**src/rtl/cdc_sched_pkg.sv**
```systemverilog
// Shared types and width helpers for the CDC handshake scheduler and its arbiter.
package cdc_sched_pkg;

  typedef enum logic [1:0] {
    IDLE    = 2'd0,
    REQ     = 2'd1,
    ACK_LOW = 2'd2,
    DRAIN   = 2'd3
  } state_t;

  // Index width that never collapses to zero bits for tiny vectors.
  function automatic int clog2_min1(input int n);
    int w;
    if (n <= 2) begin
      w = 1;
    end else begin
      w = $clog2(n);
    end
    return w;
  endfunction

endpackage

```
**src/rtl/rr_arbiter.sv**
```systemverilog
// Combinational round-robin picker: grants the first asserted request at or after ptr.
module rr_arbiter
  import cdc_sched_pkg::*;
#(
  parameter int N = 4
) (
  input  logic [N-1:0]               req,
  input  logic [clog2_min1(N)-1:0]   ptr,
  input  logic                       en,
  output logic [N-1:0]               grant,
  output logic [clog2_min1(N)-1:0]   idx,
  output logic                       any
);

  localparam int IW = clog2_min1(N);
  localparam logic [N-1:0] ONE_HOT0 = {{(N-1){1'b0}}, 1'b1};

  logic [IW-1:0] cand_s;
  logic          hit_s;
  int unsigned   pos_s;

  // Walk the ring from ptr; the first hit latches and masks later candidates.
  always_comb begin
    grant  = '0;
    idx    = '0;
    any    = 1'b0;
    cand_s = '0;
    hit_s  = 1'b0;
    pos_s  = 32'd0;
    for (int i = 0; i < N; i++) begin
      pos_s  = 32'(ptr) + 32'(i);
      pos_s  = (pos_s >= 32'(N)) ? (pos_s - 32'(N)) : pos_s;
      cand_s = IW'(pos_s);
      hit_s  = en & ~any & req[cand_s];
      grant  = grant | (hit_s ? (ONE_HOT0 << cand_s) : '0);
      idx    = hit_s ? cand_s : idx;
      any    = any | hit_s;
    end
  end

endmodule

```
**src/rtl/cdc_handshake_sched.sv**
```systemverilog
// Source-domain scheduler for one four-phase req/ack channel: round-robin grant,
// payload capture, handshake sequencing against the synchronized ack, timeout abort.
module cdc_handshake_sched
  import cdc_sched_pkg::*;
#(
  parameter int N_REQ   = 4,
  parameter int DATA_W  = 8,
  parameter int TIMEOUT = 64
) (
  input  logic                           i_clk,
  input  logic                           i_rst_n,
  input  logic [N_REQ-1:0]               i_req,
  input  logic [N_REQ*DATA_W-1:0]        i_data,
  output logic [N_REQ-1:0]               o_grant,
  output logic                           o_xfer_req,
  output logic [DATA_W-1:0]              o_xfer_data,
  output logic [clog2_min1(N_REQ)-1:0]   o_xfer_id,
  input  logic                           i_xfer_ack,
  output logic                           o_done,
  output logic                           o_err,
  output logic                           o_busy
);

  localparam int IDW = clog2_min1(N_REQ);
  localparam int CW  = clog2_min1(TIMEOUT);

  localparam logic [IDW-1:0] ID_LAST  = IDW'(N_REQ - 1);
  localparam logic [IDW-1:0] ID_ONE   = IDW'(32'd1);
  localparam logic [CW-1:0]  CNT_LAST = CW'(TIMEOUT - 1);
  localparam logic [CW-1:0]  CNT_ONE  = CW'(32'd1);
  localparam logic [CW-1:0]  CNT_MAX  = '1;

  state_t              state_q, state_d;
  logic [IDW-1:0]      ptr_q, ptr_d;
  logic [CW-1:0]       cnt_q, cnt_d;
  logic [N_REQ-1:0]    grant_q, grant_d;
  logic                xreq_q, xreq_d;
  logic [DATA_W-1:0]   xdata_q, xdata_d;
  logic [IDW-1:0]      xid_q, xid_d;
  logic                done_q, done_d;
  logic                err_q, err_d;
  logic                busy_q, busy_d;

  logic                arb_en_s;
  logic [N_REQ-1:0]    arb_grant_s;
  logic [IDW-1:0]      arb_idx_s;
  logic                arb_any_s;
  logic [CW-1:0]       cnt_inc_s;

  // A stale-high ack in IDLE means the far side has not finished; hold off new grants.
  assign arb_en_s  = (state_q == IDLE) && !i_xfer_ack;
  assign cnt_inc_s = (cnt_q == CNT_MAX) ? cnt_q : (cnt_q + CNT_ONE);

  rr_arbiter #(
    .N (N_REQ)
  ) u_arb (
    .req   (i_req),
    .ptr   (ptr_q),
    .en    (arb_en_s),
    .grant (arb_grant_s),
    .idx   (arb_idx_s),
    .any   (arb_any_s)
  );

  // Next-state and next-output logic; an ack edge always beats a same-cycle timeout.
  always_comb begin
    state_d = state_q;
    ptr_d   = ptr_q;
    cnt_d   = cnt_q;
    grant_d = '0;
    xreq_d  = xreq_q;
    xdata_d = xdata_q;
    xid_d   = xid_q;
    done_d  = 1'b0;
    err_d   = 1'b0;
    case (state_q)
      IDLE: begin
        cnt_d = '0;
        if (arb_any_s) begin
          state_d = REQ;
          grant_d = arb_grant_s;
          xreq_d  = 1'b1;
          xdata_d = i_data[int'(arb_idx_s)*DATA_W +: DATA_W];
          xid_d   = arb_idx_s;
          ptr_d   = (arb_idx_s == ID_LAST) ? '0 : (arb_idx_s + ID_ONE);
        end else begin
          state_d = IDLE;
        end
      end
      REQ: begin
        if (i_xfer_ack) begin
          state_d = ACK_LOW;
          xreq_d  = 1'b0;
          cnt_d   = '0;
        end else if (cnt_q == CNT_LAST) begin
          state_d = DRAIN;
          xreq_d  = 1'b0;
          err_d   = 1'b1;
          cnt_d   = '0;
        end else begin
          cnt_d = cnt_inc_s;
        end
      end
      ACK_LOW: begin
        if (!i_xfer_ack) begin
          state_d = IDLE;
          done_d  = 1'b1;
          cnt_d   = '0;
        end else if (cnt_q == CNT_LAST) begin
          state_d = DRAIN;
          err_d   = 1'b1;
          cnt_d   = '0;
        end else begin
          cnt_d = cnt_inc_s;
        end
      end
      DRAIN: begin
        cnt_d = '0;
        if (!i_xfer_ack) begin
          state_d = IDLE;
        end else begin
          state_d = DRAIN;
        end
      end
      default: begin
        state_d = IDLE;
        xreq_d  = 1'b0;
        cnt_d   = '0;
      end
    endcase
    busy_d = (state_d != IDLE);
  end

  // State and registered outputs, synchronous active-low reset.
  always_ff @(posedge i_clk) begin
    if (!i_rst_n) begin
      state_q <= IDLE;
      ptr_q   <= '0;
      cnt_q   <= '0;
      grant_q <= '0;
      xreq_q  <= 1'b0;
      xdata_q <= '0;
      xid_q   <= '0;
      done_q  <= 1'b0;
      err_q   <= 1'b0;
      busy_q  <= 1'b0;
    end else begin
      state_q <= state_d;
      ptr_q   <= ptr_d;
      cnt_q   <= cnt_d;
      grant_q <= grant_d;
      xreq_q  <= xreq_d;
      xdata_q <= xdata_d;
      xid_q   <= xid_d;
      done_q  <= done_d;
      err_q   <= err_d;
      busy_q  <= busy_d;
    end
  end

  assign o_grant     = grant_q;
  assign o_xfer_req  = xreq_q;
  assign o_xfer_data = xdata_q;
  assign o_xfer_id   = xid_q;
  assign o_done      = done_q;
  assign o_err       = err_q;
  assign o_busy      = busy_q;

endmodule
```
**config.mk**
```make
export PLATFORM = sky130hd
export DESIGN_NAME = cdc_handshake_sched
export DESIGN_NICKNAME = d
export VERILOG_FILES = /design/src/rtl/cdc_sched_pkg.sv /design/src/rtl/rr_arbiter.sv /design/src/rtl/cdc_handshake_sched.sv
export SDC_FILE = /design/constraint.sdc
export NUM_CORES = 1
export LEC_CHECK = 0
export ABC_AREA = 1
export CAP_MARGIN = 10
export CORE_MARGIN = 2
export CORE_UTILIZATION = 40
export CTS_BUF_LIST = sky130_fd_sc_hd__clkbuf_8
export DETAILED_ROUTE_END_ITERATION = 7
export GPL_ROUTABILITY_DRIVEN = 0
export PLACE_DENSITY = 0.8
export SLEW_MARGIN = 20
export SYNTH_ARGS = -nofsm -noshare
export SYNTH_HDL_FRONTEND = slang
export SYNTH_SLANG_ARGS = --single-unit
```
**constraint.sdc**
```tcl
create_clock -name i_clk -period 2.1 [get_ports i_clk]
set_input_delay 0.63 -clock i_clk [delete_from_list [all_inputs] [get_ports i_clk]]
set_output_delay 0.63 -clock i_clk [all_outputs]
set_load 0.01 [all_outputs]
```
==> reports/qor.yml, run 1 <==
via_count: 2260
fin_crit_sh_pct: 95.1
die_height_um: 76.4
yosys_warnings: 0
drc_errors: 0
diodes: 0
outcome: "completed"
cp_max_fo: 8
coreArea_mm2: 0.00507
maxSlewViolCount: 0
cts_buffers: 3
placed_area_mm2: 0.00288
rows: 26
cts_root_buffer: "clkbuf_8"
die-area_mm2: 0.00584
antenna_found_initial: 0
critPathSlowestCell: "dlygate4sd2_1"
avgViaCountPerCell: 4.80
max_freq_mhz: 500
ant_nets: 0
cp-start-kind: "primary input"
p_sw_mw: 1.60
grt_max_degree: 15
arrival_ns: 2.18
crit_path_end_kind: "register"
final_cell_mix: "nand2_1, inv_1, clkdlybuf4s50_1"
clkLatencyLatePin_ns: 0.27
whs_ns: 0.468
hp-class: "register to register"
power_density_mw_per_mm2: 1130
relSlewSlack_pct: 76.2
worstPathRequired_ns: 2.28
final_area_mm2: 0.00312
hpwlAfterDp_mm: 4.22
htree_levels: 1
drive_above_1_share_pct: 19.7
p_seq_share_pct: 20.8
path_class: "primary input to register"
setup-violations-final: 0
syn_to_final_growth_pct: 48.6
tightest_slew_ns: 0.354
worst_slack_ns: 0.102
finClkSkew_ns: 0.00172
cts_hold_buf: 0
final_nets: 456
syn-num-nets: 375
post_layout_nonfiller_instances: 471
dr.pass1.iters: 4
p_int_mw: 1.93
syn_area_per_cell_um2: 6.52
routed_wl_mm: 5.52
pin_count: 57
crit_top_cell: "nand3_1"
cap_violations: 0
synth_cell_types: 34
syn_area_mm2: 0.00210
portBuffers: 56
grt_pass1_vias: 2183
cp_top_family: "simple AND/OR/NAND/NOR gates"
cts_num_sinks: 28
final_common_cell: "nand2_1"
clockBufferDepth: 2
ys_seq_elements: 28
grt_overflow_total: 0
hold_viol: 0
power.leakage_nw: 1.53
cp.buffers_inverters: 4
drtIter0Drc: 114
power_mw: 3.52
switching_share_pct: 45.3
syn_inst: 322
clockPowerShare_pct: 8.2
wl_per_cell_um: 11.7
start_util_pct: 41.3
grt_pass1_wl_mm: 8.94
period_needed_ns: 2.00
crit_chain: "dlygate4sd2_1 -> nand2_2 -> nand3_4 -> nand2_4 -> nand4_4 -> o21bai_4 -> buf_12 -> buf_12 -> nand3_1 -> nand3_1 -> nand3_1 -> nand2_1 -> inv_1"
path_clk_slew_ns: 0.09
synth-seq-area-share_pct: 26.7
cts_tree: "built"
grt_util_all_layers_pct: 18.4
combinationalPowerShare_pct: 70.9
slowest_delay_ns: 0.28
ir_worst_vdd_v: 0.000496
pre_cts_ws_ns: -0.419
die_width_um: 76.4
placed_cells: 461
==> power by group through the flow <==
stage / combinational [mW] / sequential, mW / clock [mW]
global placement: 2.05 / 0.742 / 0
detailed placement: 2.10 / 0.741 / 0
global route: 2.73 / 0.747 / 0.319
floorplan: 1.34 / 0.782 / 0
CTS: 2.30 / 0.733 / 0.301
finish: 2.50 / 0.733 / 0.290
==> cell type report <==
class	instances	area [um^2]
well taps	70	87.6
multi-input cells	217	1330
clock buffers	3	41.3
repair buffers	83	818
flip-flops and latches	28	568
inverters	70	270
fillers	461	1960
==> Yosys cell counts <==
cell type	n	area [um^2]
buf_4	2	15.0
inv_6	1	8.76
a211oi_1	1	7.51
xnor2_1	1	8.76
o21ai_1	2	10.0
nand2_1	79	297
inv_1	66	248
nand2_4	3	33.8
nor3_1	2	10.0
inv_2	3	11.3
a41oi_1	3	26.3
nor2_4	2	22.5
buf_6	3	33.8
nor2_2	1	6.26
o21ai_0	12	60.1
nand2_2	7	43.8
buf_2	2	10.0
nand4_4	1	21.3
nand4_1	1	6.26
a31oi_1	1	6.26
a22oi_1	1	7.51
a21oi_1	8	40.0
ha_1	14	175
xor2_1	1	8.76
clkbuf_1	1	3.75
nand3_2	4	40.0
nand3_1	54	270
o21bai_4	1	18.8
a31o_2	1	8.76
or2_2	1	6.26
nor3b_1	1	7.51
a21oi_4	1	16.3
nor2_1	13	48.8
dfxtp_1	28	561
==> metal layers <==
| layer | global-route usage, % | wire, um | share of wire [%] |
|---|---|---|---|
| met5 | 0 | 0 | 0 |
| met4 | 7.82 | 120 | 2.2 |
| met3 | 4.03 | 305 | 5.5 |
| met2 | 33.4 | 2760 | 50 |
| met1 | 20.8 | 2340 | 42 |
==> cell families after synthesis <==
logic type               after synthesis  share of synthesized area [%]
adder cells (fa/ha/maj)               14                           8.35
AO/OA/AOI/OAI                         31                           9.60
buffers and inverters                 78                           15.7
XOR/XNOR                               2                          0.835
flip-flops                            28                           26.7
AND/OR/NAND/NOR                      169                           38.8
==> stage by stage <==
stage | TNS (ns) | util, %
final | 0 | 61.4
after global routing | -0.118 | 61.4
after CTS | 0 | 59.0
after detailed placement | -6.50 | 56.8
after global placement | -5.95 | 56.8
after floorplan | 0 | -
==> flip-flops by register name (all words and copies together), names as in the netlist <==
signal	flops
o_xfer_data	8
cnt_q	6
o_grant	4
o_xfer_id	2
ptr_q	2
state_q	2
o_busy	1
o_done	1
o_err	1
o_xfer_req	1
==> worst paths after layout <==
kind	startpoint	end	slack, ns	cells after the start
min	cnt_q[0]	cnt_q[0]	0.47	1
max	i_req[0]	o_xfer_data[3]	0.10	13
max reg2reg	ptr_q[1]	o_xfer_data[3]	0.10	14
min reg2reg	cnt_q[0]	cnt_q[0]	0.47	1
==> timing repair <==
item                                    CTS  global route
endpoints found under the setup margin   14             9
buffers inserted                          2             3
pin swaps                                 9            14
gates resized for setup                  13            27
gates cloned                              2             0
No activity file was read; power rests on OpenSTA's default activity.
==> inputs of run 2 (changes only) <==
- PLACE_DENSITY: 0.8 -> 0.81
- SYNTH_HIERARCHICAL: default -> 1
==> run 2 against run 1 <==
Hold slack worse by 0.012 ns. Sequential share of layout area is 0.25 points lower. Highest routed layer unchanged. Sequential power is 1% higher. Critical path type is now register to register. Flip-flop and latch count stayed put. Cell area is 1.8% higher. Combinational power is 33% higher. Clock-buffer cell count is 1 higher. Non-clock buffer count is 15 higher. Die area is 5.9% lower.
==> reports/qor.yml, run 2 <==
post_layout_nonfiller_instances: 449  # -4.7%
hp-start: "cnt_q[0]"
grt_util_all_layers_pct: 18.5  # about the same
drtIter0Drc: 46  # -60%
power.leakage_nw: 1.41  # -8.3%
cts_hold_buf: 0  # unchanged
period_needed_ns: 2.08  # +0.0865 ns
final_cell_mix: "nor2_1, clkdlybuf4s50_1, nand2_1"
cp-start-kind: "register"
dr.pass1.iters: 4  # unchanged
worst_slack_ns: 0.0154  # -0.0865 ns
syn-num-nets: 340  # -9.3%
max_freq_mhz: 480  # -4.2%
crit_path_end_kind: "register"
start_util_pct: 41.7  # +0.32 points
die-area_mm2: 0.00550  # -5.9%
syn_area_per_cell_um2: 6.86  # +5.2%
whs_ns: 0.457  # -0.0116 ns
final_nets: 436  # -4.4%
synth_area_leaders: "dfxtp_1, nor2_1, ha_1"
syn_inst: 287  # -11%
diodes: 0  # unchanged
synth-edff-count: 0  # unchanged
placed_cells: 430  # -6.7%
synth_flop_cell: "dfxtp_1"
tns_ns: 0  # unchanged
via_count: 2224  # -1.6%
wl_met1_mm: 2.34  # +0.34%
pin_count: 57  # unchanged
yosysTopAreaCell: "dfxtp_1"
ys_seq_elements: 28  # unchanged
cp_max_fo: 7  # -1
grt_overflow_total: 0  # unchanged
ir_worst_vdd_v: 0.000776  # +56%
maxSlewViolCount: 0  # unchanged
outcome: "completed"
drive_above_1_share_pct: 29.3  # +9.6 points
synth_cell_types: 29  # -15%
path_clk_slew_ns: 0.09  # about the same
top_layer: "met4"
hp-class: "register to register"
cts_buffers: 3  # unchanged
rsz0062_at_grt: "true"
cts_tree: "built"
antenna_found_initial: 0  # unchanged
avgViaCountPerCell: 4.95  # +3.2%
cts_root_buffer: "clkbuf_8"
tightest_slew_ns: 0.212  # -0.142 ns
pre_cts_ws_ns: -0.553  # -0.134 ns
power_density_mw_per_mm2: 1380  # +22%
rows: 25  # -3.8%
grt_max_degree: 18  # +3
yosysMostFrequentCell: "nor2_1"
synth-seq-area-share_pct: 28.5  # +1.8 points
clockBufferDepth: 2  # unchanged
synth-async-reset-ratio_pct: 0  # unchanged
hold_viol: 0  # unchanged
setup-violations-final: 0  # unchanged
reg2reg_from: "state_q[1]"
portBuffers: 56  # unchanged
netlist.area_leader.share_pct: 28.5  # +1.8 points
relSlewSlack_pct: 85.8  # +9.5 points
final_common_cell: "nor2_1"
synth.top_cells.by_count: "nor2_1, nand2_1, dfxtp_1"
wl_met2_mm: 2.98  # +7.9%
worstPathRequired_ns: 2.28  # about the same
slowest_delay_ns: 0.34  # +0.06 ns
fin_crit_sh_pct: 99.3  # +4.1 points
yosys_warnings: 6  # +6
cts_num_sinks: 28  # unchanged
die_width_um: 74.1  # -3.0%
grt_pass1_vias: 2010  # -7.9%
syn_to_final_growth_pct: 61.3
critPathSlowestCell: "dfxtp_2"
crit_chain: "inv_2 -> ha_4 -> inv_2 -> nor2_4 -> nand3_2 -> o21ai_2 -> inv_2 -> buf_6 -> nand4_1 -> nand2_2 -> clkbuf_16 -> buf_6 -> o21ai_2 -> o21ai_1 -> o21ai_1 -> inv_1"
routed_wl_mm: 5.64  # +2.1%
cap_violations: 0  # unchanged
wl_per_cell_um: 12.6  # +7.1%
htree_levels: 1  # unchanged
crit_top_cell: "inv_2"
syn_area_mm2: 0.00197  # -6.2%
hpwlAfterDp_mm: 3.70  # -12%
power_mw: 4.39  # +25%
finClkSkew_ns: 0.00174  # +0.0000151 ns
ant_nets: 0  # unchanged
coreArea_mm2: 0.00472  # -6.9%
crit_start: "state_q[1]"
arrival_ns: 2.26  # +0.08 ns
drc_errors: 0  # unchanged
largest_reg_flops: 8  # unchanged
wl_met3_um: 246  # -19%
path_class: "register to register"
clkLatencyLatePin_ns: 0.27  # about the same
grt_pass1_wl_mm: 8.15  # -8.9%
die_height_um: 74.1  # -3.0%
## run 2: metal layers
layer / vias up / track usage, %
met4: 0 / 4.24
met3: 8 / 2.85
met2: 64 / 35.1
li1: 1125 / -
met5: - / 0
met1: 1027 / 21.6
## run 2: cells by family after synthesis
kind of cell / count (synthesis) / share of synthesized area [%]
AOI/OAI and AO/OA: 46 / 12.2
DFF: 28 / 28.5
buffers and inverters: 42 / 10.1
adders and majority gates: 14 / 8.90
xor gates and xnor gates: 3 / 1.34
and+or+nand+nor: 154 / 39.0
## run 2: cell type report
cell class,instances,area (um^2)
clock buffer,4,55.1
fill,371,1550
inverter,35,141
multi-input combinational,217,1340
sequential,28,571
tap,67,83.8
timing repair buffer,98,988
## run 2: path summary, 6_finish.rpt
check                           slack (ns)             end  cells after the start
worst max register to register        0.02  o_xfer_data[3]                     16
worst min register to register        0.46        cnt_q[0]                      1
worst max-delay path                  0.02  o_xfer_data[3]                     16
worst min-delay path                  0.46        cnt_q[0]                      1
## run 2: power breakdown
part | switching [mW] | internal (mW) | leakage [nW] | total, mW
Sequential | 0.0697 | 0.671 | 0.231 | 0.741
Combinational | 1.70 | 1.62 | 1.14 | 3.32
Clock | 0.165 | 0.168 | 0.0288 | 0.333
## run 2: stage by stage
step                utilization [%]  area, um^2
floorplan                         -        2000
global placement               59.3        2800
detailed placement             59.3        2800
CTS                            62.8        2970
global route                   67.2        3180
finish                         67.2        3180
## run 2: repair_timing
item / 4_1_cts / 5_1_grt
setup buffers: 4 / 8
endpoints found under the setup margin: 19 / 18
pin swaps: 9 / 22
resized for setup: 28 / 43
cloned: 1 / 2
## run 2: worst max-delay path, delay by kind of cell, from the launching register on
kind | cells | cell delay, ns
DFF | 1 | 0.34
adders and majority gates | 1 | 0.14
AOI/OAI and AO/OA | 4 | 0.34
and+or+nand+nor | 4 | 0.53
buffers and inverters | 7 | 0.63
